File: src/rtl/isr_tracker_pkg.sv
// Shared encodings for the Z80 instruction-boundary tracker: FSM states and prefix bytes.
package isr_tracker_pkg;

  typedef enum logic [2:0] {
    S_NEW  = 3'd0,
    S_CB   = 3'd1,
    S_ED   = 3'd2,
    S_IX   = 3'd3,
    S_IXCB = 3'd4
  } state_t;

  localparam logic [7:0] PREFIX_CB = 8'hCB;
  localparam logic [7:0] PREFIX_DD = 8'hDD;
  localparam logic [7:0] PREFIX_ED = 8'hED;
  localparam logic [7:0] PREFIX_FD = 8'hFD;

  function automatic logic is_index_prefix(input logic [7:0] b);
    return (b == PREFIX_DD) || (b == PREFIX_FD);
  endfunction

endpackage

File: src/rtl/isr_tracker_bus_cycle_detect.sv
// Tracks the Z80 M1 fetch, interrupt-acknowledge and non-M1 read windows and emits a
// registered one-clock pulse on the edge after each window closes.
module bus_cycle_detect (
  input  logic clk,
  input  logic reset_n,
  input  logic m1_n,
  input  logic mreq_n,
  input  logic iorq_n,
  input  logic rd_n,
  output logic fetch_capture,
  output logic fetch_done,
  output logic intack_done,
  output logic memrd_done
);

  // Index 0 = M1 fetch, 1 = int-ack, 2 = non-M1 memory read.
  logic [2:0] win;
  logic [2:0] active;
  logic [2:0] done;

  assign win[0] = ~m1_n & ~mreq_n & ~rd_n;
  assign win[1] = ~m1_n & ~iorq_n;
  assign win[2] =  m1_n & ~mreq_n & ~rd_n;

  generate
    for (genvar gi = 0; gi < 3; gi++) begin : g_win
      logic open_reg;
      logic block_reg;
      logic done_reg;

      // A window already open when reset releases stays blocked until it closes.
      assign active[gi] = win[gi] & ~block_reg;
      assign done[gi]   = done_reg;

      always_ff @(posedge clk or negedge reset_n) begin
        if (!reset_n) begin
          open_reg  <= 1'b0;
          block_reg <= 1'b1;
          done_reg  <= 1'b0;
        end else begin
          done_reg <= open_reg & ~win[gi];
          open_reg <= active[gi];
          if (!win[gi]) block_reg <= 1'b0;
        end
      end
    end
  endgenerate

  assign fetch_capture = active[0];
  assign fetch_done    = done[0];
  assign intack_done   = done[1];
  assign memrd_done    = done[2];

endmodule

File: src/rtl/isr_tracker.sv
// Follows Z80 prefix sequences across opcode fetches to flag instruction boundaries and
// whether the most recently completed instruction was an untrap opcode.
module isr_tracker
  import isr_tracker_pkg::*;
#(
  parameter logic [7:0] UNTRAP_OP    = 8'hC3,
  parameter logic [7:0] UNTRAP_ED_OP = 8'h45,
  parameter bit         ENABLE_ED_UT = 1'b1
) (
  input  logic       clk,
  input  logic       reset_n,
  input  logic       m1_n,
  input  logic       mreq_n,
  input  logic       iorq_n,
  input  logic       rd_n,
  input  logic [7:0] data_in,
  output logic       new_isr,
  output logic       last_isr_untrap,
  output logic [7:0] opcode_q,
  output logic [2:0] prefix_state
);

  logic   fetch_capture;
  logic   fetch_done;
  logic   intack_done;
  logic   memrd_done;

  state_t     state_reg, state_next;
  logic [1:0] count_reg, count_next;
  logic       untrap_reg, untrap_next;
  logic       new_isr_reg;
  logic [7:0] opcode_reg;
  logic       complete;
  logic       untrap_hit;

  bus_cycle_detect u_bus (
    .clk           (clk),
    .reset_n       (reset_n),
    .m1_n          (m1_n),
    .mreq_n        (mreq_n),
    .iorq_n        (iorq_n),
    .rd_n          (rd_n),
    .fetch_capture (fetch_capture),
    .fetch_done    (fetch_done),
    .intack_done   (intack_done),
    .memrd_done    (memrd_done)
  );

  always_ff @(posedge clk or negedge reset_n) begin
    if (!reset_n) begin
      state_reg   <= S_NEW;
      count_reg   <= 2'd0;
      untrap_reg  <= 1'b0;
      new_isr_reg <= 1'b1;
      opcode_reg  <= 8'h00;
    end else begin
      state_reg   <= state_next;
      count_reg   <= count_next;
      untrap_reg  <= untrap_next;
      new_isr_reg <= (state_next == S_NEW);
      if (fetch_capture) opcode_reg <= data_in;
    end
  end

  // The committed byte is the last one captured while the window was open.
  always_comb begin
    state_next  = state_reg;
    count_next  = count_reg;
    untrap_next = untrap_reg;
    complete    = 1'b0;
    untrap_hit  = ((state_reg == S_NEW) && (opcode_reg == UNTRAP_OP)) ||
                  ((state_reg == S_ED) && (opcode_reg == UNTRAP_ED_OP) && ENABLE_ED_UT);

    if (intack_done) begin
      state_next  = S_NEW;
      count_next  = 2'd0;
      untrap_next = 1'b0;
    end else if (fetch_done) begin
      count_next = 2'd0;
      case (state_reg)
        S_NEW: begin
          if (opcode_reg == PREFIX_CB)          state_next = S_CB;
          else if (opcode_reg == PREFIX_ED)     state_next = S_ED;
          else if (is_index_prefix(opcode_reg)) state_next = S_IX;
          else                                  complete   = 1'b1;
        end
        S_CB, S_ED: complete = 1'b1;
        S_IX: begin
          if (is_index_prefix(opcode_reg))  state_next = S_IX;
          else if (opcode_reg == PREFIX_ED) state_next = S_ED;
          else if (opcode_reg == PREFIX_CB) state_next = S_IXCB;
          else                              complete   = 1'b1;
        end
        default: state_next = S_NEW;
      endcase
      if (complete) begin
        state_next  = S_NEW;
        untrap_next = untrap_hit;
      end
    end else if (memrd_done && (state_reg == S_IXCB)) begin
      // DD/FD CB d op: displacement then opcode arrive as plain memory reads.
      if (count_reg == 2'd1) begin
        state_next  = S_NEW;
        count_next  = 2'd0;
        untrap_next = 1'b0;
      end else begin
        count_next = count_reg + 2'd1;
      end
    end
  end

  assign new_isr         = new_isr_reg;
  assign last_isr_untrap = untrap_reg;
  assign opcode_q        = opcode_reg;
  assign prefix_state    = state_reg;

endmodule
File: config.mk
export PLATFORM = sky130hd
export DESIGN_NAME = isr_tracker
export DESIGN_NICKNAME = d
export VERILOG_FILES = /design/src/rtl/isr_tracker_pkg.sv /design/src/rtl/isr_tracker_bus_cycle_detect.sv /design/src/rtl/isr_tracker.sv
export SDC_FILE = /design/constraint.sdc
export NUM_CORES = 1
export LEC_CHECK = 0
export CAP_MARGIN = 30
export CELL_PAD_IN_SITES_DETAIL_PLACEMENT = 1
export CELL_PAD_IN_SITES_GLOBAL_PLACEMENT = 2
export CORE_ASPECT_RATIO = 0.75
export CORE_MARGIN = 1
export CORE_UTILIZATION = 42
export DETAILED_ROUTE_END_ITERATION = 7
export DONT_BUFFER_PORTS = 1
export PLACE_DENSITY_LB_ADDON = 0.1
export SLEW_MARGIN = 20
export SYNTH_ARGS = -nofsm -noshare
export SYNTH_HDL_FRONTEND = slang
export SYNTH_HIERARCHICAL = 1
export SYNTH_SLANG_ARGS = --single-unit
File: constraint.sdc
create_clock -name clk -period 3.65 [get_ports clk]
set_input_delay 0.365 -clock clk [delete_from_list [all_inputs] [get_ports clk]]
set_output_delay 0.365 -clock clk [all_outputs]
set_load 0.02 [all_outputs]
# --- Word-level counts from Yosys, hierarchy flattened ---
# Index checks and enable logic that the tools add are counted.
totals:
  regBits: 24
  latchBits: 0
  mem_bits_rw: 0
  romBits: 0
  out_inout_bits: 13
  memories: 0
classes:
  add_sub_neg: 1
  mul: 0
  n_div: 0
  n_lt_le_gt_ge: 0
  eq_ne: 12
  shifts: 0
  muxes: 30
  bitwise: 21
  reduce_logical: 11
ops:
  columns: ["cell", "count"]
  rows:
  - ["equality test 8 bit, second input constant", 5]
  - ["two-way mux 3 bit", 11]
  - ["two-way mux 1 bit", 13]
  - ["bitwise AND 1 bit", 11]
  - ["NOT 1 bit", 10]
  - ["case mux 3 bit (3 select lines)", 1]
  - ["equality test 8 x 7 -> 1 bit, second input constant", 1]
  - ["two-way mux 2 bit", 4]
  - ["equality test 3 x 2 -> 1 bit, second input constant", 2]
  - ["zero test 3 bit", 2]
  - ["nonzero test 3 bit", 2]
  - ["equality test 3 x 1 -> 1 bit, second input constant", 1]
  - ["equality test 3 bit, second input constant", 1]
  - ["logical AND 1 bit", 3]
  - ["!= test 3 bit, second input constant", 1]
  - ["case mux 1 bit (3 select lines)", 1]
  - ["AND reduction 3 bit", 1]
  - ["adder 2 x 1 -> 2 bit, second input constant", 1]
  - ["equality test 2 x 1 -> 1 bit, second input constant", 1]
  - ["logical OR 1 bit", 2]
  - ["OR reduction 2 bit", 1]

# --- Depth between registers and ports, before layout ---
# Gate-level depths: netlist of the first run.
logic_depth:
  ltp_word: 12
  depth_mapped: 5

# --- Modules after synthesis ---
# The synthesis of the first run kept the hierarchy.
modules_own_cells:
  columns: ["module", "instances", "cells_per_inst", "area_per_inst_um2", "seq_area_each_um2"]
  rows:
  - ["isr_tracker", 1, 69, 797.0, 376.6]
  - ["bus_cycle_detect", 1, 20, 319.1, 229.0]

# --- Least setup slack after synthesis of the first run ---
# No wires, ideal clock.
synth_path:
  path_type: "reg-to-reg"
  from: "register opcode_reg[2], in the netlist opcode_q[2]"
  to: "register untrap_reg, in the netlist last_isr_untrap"
  arrival_ns: 1.586
  path_slack_ns: 1.954
  stages_incl_launch_ff: 6
  cell_sequence: "dfrtp_1 or4b_4 nor2_2 o221ai_1 a211o_1 o41ai_1"
synth_between:
  elab_chain_cells: 10
  elab_cells_between_ends: 24
synth_rtl:
  columns: ["item", "line_no", "rtl"]
  rows:
  - ["start: declaration", "isr_tracker.sv:32", "logic [7:0] opcode_reg;"]
  - ["start signal: assignment", "isr_tracker.sv:61", "if (fetch_capture) opcode_reg <= data_in;"]
  - ["equality test 8 bit", "isr_tracker_pkg.sv:18", "return (b == PREFIX_DD) || (b == PREFIX_FD);"]
  - ["logical OR 1 bit", "isr_tracker_pkg.sv:18", null]
  - ["two-way mux 1 bit", "isr_tracker.sv:84", "else if (is_index_prefix(opcode_reg)) state_next = S_IX;"]
  - ["two-way mux 1 bit", "isr_tracker.sv:83", "else if (opcode_reg == PREFIX_ED) state_next = S_ED;"]
  - ["two-way mux 1 bit", "isr_tracker.sv:82", "if (opcode_reg == PREFIX_CB) state_next = S_CB;"]
  - ["case mux 1 bit (3 select lines)", "isr_tracker.sv:80", "case (state_reg)"]
  - ["two-way mux 1 bit", "isr_tracker.sv:78", "end else if (fetch_done) begin"]
  - ["two-way mux 1 bit", "isr_tracker.sv:74", "if (intack_done) begin"]
  - ["!= test 3 bit (no source line)", null, null]
  - ["AND reduction 3 bit (no source line)", null, null]
  - ["end signal: assignment", "isr_tracker.sv:59", "untrap_reg <= untrap_next;"]
  - ["end: declaration", "isr_tracker.sv:30", "logic untrap_reg, untrap_next;"]
# Several ways; a longest one is shown, not always the timed one. The select of a mux whose other input is x is not followed.
# A chain may end at the register's enable or synchronous reset.

# --- Worst setup path in the final report of the first run ---
layout_path:
  from: "register opcode_reg[7], in the netlist opcode_q[7]"
  to: "register untrap_reg, in the netlist last_isr_untrap"
# The elaborated chain is that of the path after synthesis.

==> impl_metrics.tcl, run 1 <==
set metrics [dict create \
    status "finished with violations" \
    failed_checks "hold timing" \
    fin_util_pct 50.1 \
    die_h_microns 46.6 \
    drive_gt1_share_pct 28.7 \
    synth_area_per_cell_sq_um 12.5 \
    core_sq_um 2400 \
    skew_ps 4.72 \
    yosysMostFrequentCell "dfrtp_1" \
    totalWireLength_microns 2240 \
    drtIter0Drc 19 \
    antenna_cells 0 \
    finalSetupViolCount 0 \
    highest_layer "met4" \
    timing.fmax_ghz 0.510 \
    ant_nets 0 \
    root_buffer "clkbuf_4" \
    relSlewSlack_pct 66.1 \
    ys_top_cells_by_count "dfrtp_1 (20), mux2_2 (8), nor2_1 (8), a21oi_1 (4), dfstp_2 (4)" \
    synth_edf_count 0 \
    ioPinCount 27 \
    io_buffers 0 \
    hold_class "input port to asynchronous set/reset pin" \
    routed-wl-met3_microns 163 \
    dp.cells 123 \
    cts_buffer_depth 2 \
    clock_sinks 24 \
    gp_congestion 0.707 \
    critPathLaunchType "register" \
    finalHoldViolCount 9 \
    wire_per_inst_microns 17.5 \
    cp.arrival_ps 2180 \
    firstDrtPassIters 3 \
    min_period_over_period_pct 53.8 \
    reg2reg_from "opcode_q[7]$_DFFE_PN0P_" \
    grt_max_degree 25 \
    synthFlopType "dfrtp_1" \
    dpl_worst_slack_ps 1740 \
    synth_top_area_share_pct 44.8 \
    worst-path-max-fanout 5 \
    ys_types 37 \
    peakVddDrop_mv 0.220 \
    finalMaxSlewViolations 0 \
    finalPower_mw 0.527 \
    first_global_vias 808 \
    worst_slew_pin_slew_ps 509 \
    h-tree-depth 1 \
    largest_register_ffs 8 \
    fin_tns_setup_ps 0 \
    yosysTopAreaCell "dfrtp_1" \
    wl_met1_microns 996 \
    rows 15 \
    holdWs_ps -7.13 \
    yosys_register_bits 24 \
    synth_seq_area_share_pct 54.3 \
    syn2layout_area_growth_pct 7.85 \
    rr_worst_depth 5 \
    syn_nets 103 \
    cts_buffers 3 \
    rsz0062_at_grt "false" \
    drc 0 \
    grt_pass1_wl_microns 3880 \
    cts_tree "done" \
    antenna_found_initial 0 \
    crit_end "last_isr_untrap$_DFFE_PN0P_" \
    startpoint "opcode_q[7]$_DFFE_PN0P_" \
    end_kind "register" \
    clkTransAtPathRegs_ps 130 \
    finalCriticalPeriod_ps 1960 \
    maxCapViolations 0 \
    worstSetupPathType "register to register" \
    dr_wl_met2_microns 1060 \
    finalInstanceArea_sq_um 1200 \
    vias 758 \
    p_leak_nw 0.487 \
    die_w_microns 61.5 \
    worstSkewPairLatency_ps 320 \
    stdcell_count 128 \
    reg2reg_to "last_isr_untrap$_DFFE_PN0P_" \
    syn_inst 89 \
    syn_area_sq_um 1120 \
    powerDensity_nw_per_um2 438 \
    num-nets-final 109 \
    dpl_cell_area_sq_um 1160 \
    grt_use_total_pct 19.5 \
    dpl.hpwl_microns 1670 \
    setup_ws_ps 1690 \
    die-area_sq_um 2870 \
    synth_warnings 6 \
    viasPerCell 5.92 \
    critPathRequiredTime_ps 3870 \
    ff2ff_setup_slack_ps 1690 \
    synthArstFlopShare_pct 100 \
    initial_core_util_pct 46.5 \
    synth_area_leaders "dfrtp_1 (45%), dfstp_2 (9.4%), mux2_2 (8.1%)" \
    gr-total-overflow 0 \
]
## routing by layer
layer,vias up,track usage [%]
met5,-,0
met4,0,6.67
met1,382,24.8
li1,347,-
met2,25,30.1
met3,4,7.87
## area by class of cell
type | instances | area, sq um
well taps | 34 | 42.5
repair buffers | 2 | 12.5
multi-input cells | 62 | 499
clock buffers | 4 | 36.3
inverters | 2 | 7.51
fillers | 270 | 1200
flip-flops and latches | 24 | 606
## critical path, stage by stage (launching register included)
cell,delay [ps]
dfrtp_1,540
nand4_1,310
nor4b_2,480
o221ai_1,200
a211o_1,280
o41ai_1,60
## kinds of logic after synthesis
logic type,Yosys count,synth area share (%)
simple gates,36,23.9
flops,24,54.3
compound gates,16,11.1
mux,9,8.97
buf+inv,3,1.01
xor+xnor,1,0.785
## where the power goes
part,internal [mW],total (mW),switching (mW)
sequential,0.285,0.338,0.0526
combinational,0.0292,0.0501,0.0209
clock,0.0611,0.139,0.0782
total,0.376,0.527,0.152
## layout by cell type (no fill, tap or decap), types with 2 or more instances in the layout
master	n
nor3_1	2
nor3b_1	2
mux2_2	8
o221ai_1	2
nand3b_1	3
a21oi_1	4
clkbuf_4	3
and4bb_2	2
nor2_1	8
and2_1	2
dfstp_2	4
inv_1	2
dfrtp_1	20
nand2_1	2
a211o_1	2
and4bb_1	2
nand3_1	2
nand4_1	2
## how the worst min path moves through the flow
stage / endpoint / slack (ps) / cells after the start
after detailed placement: count_reg[0]$_DFFE_PN0P_ / 70 / 0
final: count_reg[0]$_DFFE_PN0P_ / -7 / 1
after floorplan: count_reg[0]$_DFFE_PN0P_ / 70 / 0
after global routing: u_bus/g_win[2].open_reg$_DFF_PN0_ / 10 / 1
after CTS: u_bus/g_win[1].block_reg$_DFFE_PN1N_ / 50 / 1
after global placement: count_reg[1]$_DFFE_PN0P_ / 70 / 0
## what timing repair did
| action | CTS | global route |
|---|---|---|
| buffers inserted | 0 | 0 |
| setup endpoints to repair | 0 | 0 |
| hold buffers | 1 | 0 |
| gates resized for setup | 0 | 0 |
| endpoints found under the hold margin | 24 | 0 |
No activity file was read; power rests on OpenSTA's default activity.
==> run 2: changes to the inputs <==
Settings changed: CORE_UTILIZATION 42 to 39.
Clock period 3.65 ns to 2 ns, I/O delays scaled along.
==> run 2 against run 1 <==
The flow now finishes without violations. Die area rose by 7.4%. Register-to-register slack lost 1400 ps. Cell count grew 13%. Clock-buffer cell count fell by 1. Global-route usage decreased by 1.9 points. Worst setup slack worse by 1400 ps. Non-clock buffer count rose by 15. Combinational power rose to 3.3 times the previous value. Utilization is 1.4 points higher. Clock power grew to 3.0 times the previous value. Routed wire length rose by 7.0%. Critical path depth is the same. Largest power group unchanged.
==> impl_metrics.tcl, run 2 (synthesis results as in run 1) <==
set metrics [dict create \
    cts_buffers 3 \
    worst_slew_pin_slew_ps 558 \
    wire_per_inst_microns 16.6 \
    critPathLaunchType "register" \
    drive_gt1_share_pct 32.1 \
    cts_tree "done" \
    cts_buffer_depth 2 \
    cp_cell_sequence "or4b_4 > nor2_2 > o221ai_1 > a211o_1 > o41ai_1" \
    clkTransAtPathRegs_ps 80 \
    first_global_vias 829 \
    layout_common_cells "dfrtp_1 (20), buf_4 (9), nor2_1 (8), mux2_2 (8), dlygate4sd3_1 (7)" \
    finalPower_mw 1.17 \
    cp.arrival_ps 1850 \
    io_buffers 0 \
    finalHoldViolCount 0 \
    die-area_sq_um 3080 \
    end_kind "register" \
    antenna_cells 0 \
    hold_class "input port to register" \
    grt_max_degree 25 \
    timing.fmax_ghz 0.592 \
    crit_path_top_delay_cell "or4b_4" \
    relSlewSlack_pct 62.7 \
    h-tree-depth 1 \
    die_w_microns 63.8 \
    die_h_microns 48.3 \
    firstDrtPassIters 3 \
    totalWireLength_microns 2400 \
    syn2layout_area_growth_pct 22.9 \
    rsz0062_at_grt "false" \
    fin_tns_setup_ps 0 \
    finalMaxSlewViolations 0 \
    gp_congestion 0.691 \
    worstSetupPathType "register to register" \
    num-nets-final 124 \
    skew_ps 2.42 \
    root_buffer "clkbuf_8" \
    fin_util_pct 51.5 \
    critPathRequiredTime_ps 2160 \
    initial_core_util_pct 41.9 \
    status "finished, final reports clean" \
    vias 789 \
    grt_use_total_pct 17.6 \
    drc 0 \
    viasPerCell 5.44 \
    rows 16 \
    final_common_cell "dfrtp_1" \
    slowest_delay_ps 580 \
    maxCapViolations 0 \
    largest_register_ffs 8 \
    worstSkewPairLatency_ps 260 \
    grt_pass1_wl_microns 4140 \
    gr-total-overflow 0 \
    p_leak_nw 0.576 \
    powerDensity_nw_per_um2 851 \
    finalCriticalPeriod_ps 1690 \
    dpl.hpwl_microns 1710 \
    worst-path-max-fanout 7 \
    antenna_found_initial 0 \
    clock_sinks 24 \
    finalSetupViolCount 0 \
    min_period_over_period_pct 84.4 \
    ioPinCount 27 \
    peakVddDrop_mv 0.548 \
    ant_nets 0 \
    cp_top_family "simple AND/OR/NAND/NOR gates" \
    core_sq_um 2660 \
    crit_buf_inv 0 \
    drtIter0Drc 43 \
]
[run 2: final timing paths]
kind                                              startpoint                                   end  slack (ps)  depth (start not counted)
min reg2reg                u_bus/g_win[1].open_reg$_DFF_PN0_           u_bus/intack_done$_DFF_PN0_         470                          1
max in group asynchronous                            reset_n  u_bus/g_win[0].block_reg$_DFFE_PN1N_        1180                          2
max reg2reg                          opcode_q[2]$_DFFE_PN0P_           last_isr_untrap$_DFFE_PN0P_         310                          5
min                                                   iorq_n           u_bus/intack_done$_DFF_PN0_          50                          1
max                                  opcode_q[2]$_DFFE_PN0P_           last_isr_untrap$_DFFE_PN0P_         310                          5
min in group asynchronous                            reset_n            u_bus/memrd_done$_DFF_PN0_         460                          2
[run 2: timing repair]
action                     in CTS  in global routing
hold buffers                    6                  2
setup endpoints to repair       0                  0
hold endpoints to repair       27                 21
resized for setup               0                  0
buffers inserted                0                  0
[run 2: worst reg2reg max path: cells and delay by family (launching register included)]
| family | cells | cell delay [ps] |
|---|---|---|
| DFF | 1 | 440 |
| and+or+nand+nor | 2 | 700 |
| AOI/OAI and AO/OA | 3 | 450 |
[run 2: cell type report]
cell class              instances  area [sq um]
flip-flops and latches         24           606
clock inverters                 1          30.0
well taps                      36          45.0
multi-input cells              62           499
inverters                       2          7.51
repair buffers                 17           143
fillers                       281          1290
clock buffers                   3          41.3
[run 2: report_power, final]
part,switching [mW],internal (mW),leakage (nW)
clock,0.150,0.267,0.0357
sequential,0.0643,0.521,0.300
combinational,0.0814,0.0823,0.240
total,0.296,0.871,0.576
[run 2: metrics by stage]
step | hold WS [ps] | instance area, sq um | cells | setup slack (ps)
3_5_place_dp | -95.1 | 1220 | 133 | 327
4_1_cts | 5.86 | 1360 | 143 | 310
3_3_place_gp | -94.9 | 1220 | 133 | 348
2_1_floorplan | -95.6 | 1120 | 89 | 304
6_report | 50.4 | 1370 | 145 | 312
5_1_grt | 49.1 | 1370 | 145 | 192
[run 2: per-layer routing]
layer / vias to the layer above / share of wire [%] / global-route usage [%]
met5: - / 0 / 0
met4: 0 / 0.71 / 3.41
met3: 5 / 5.2 / 6.37
met2: 19 / 47 / 26.1
met1: 389 / 47 / 24.8
li1: 376 / - / -
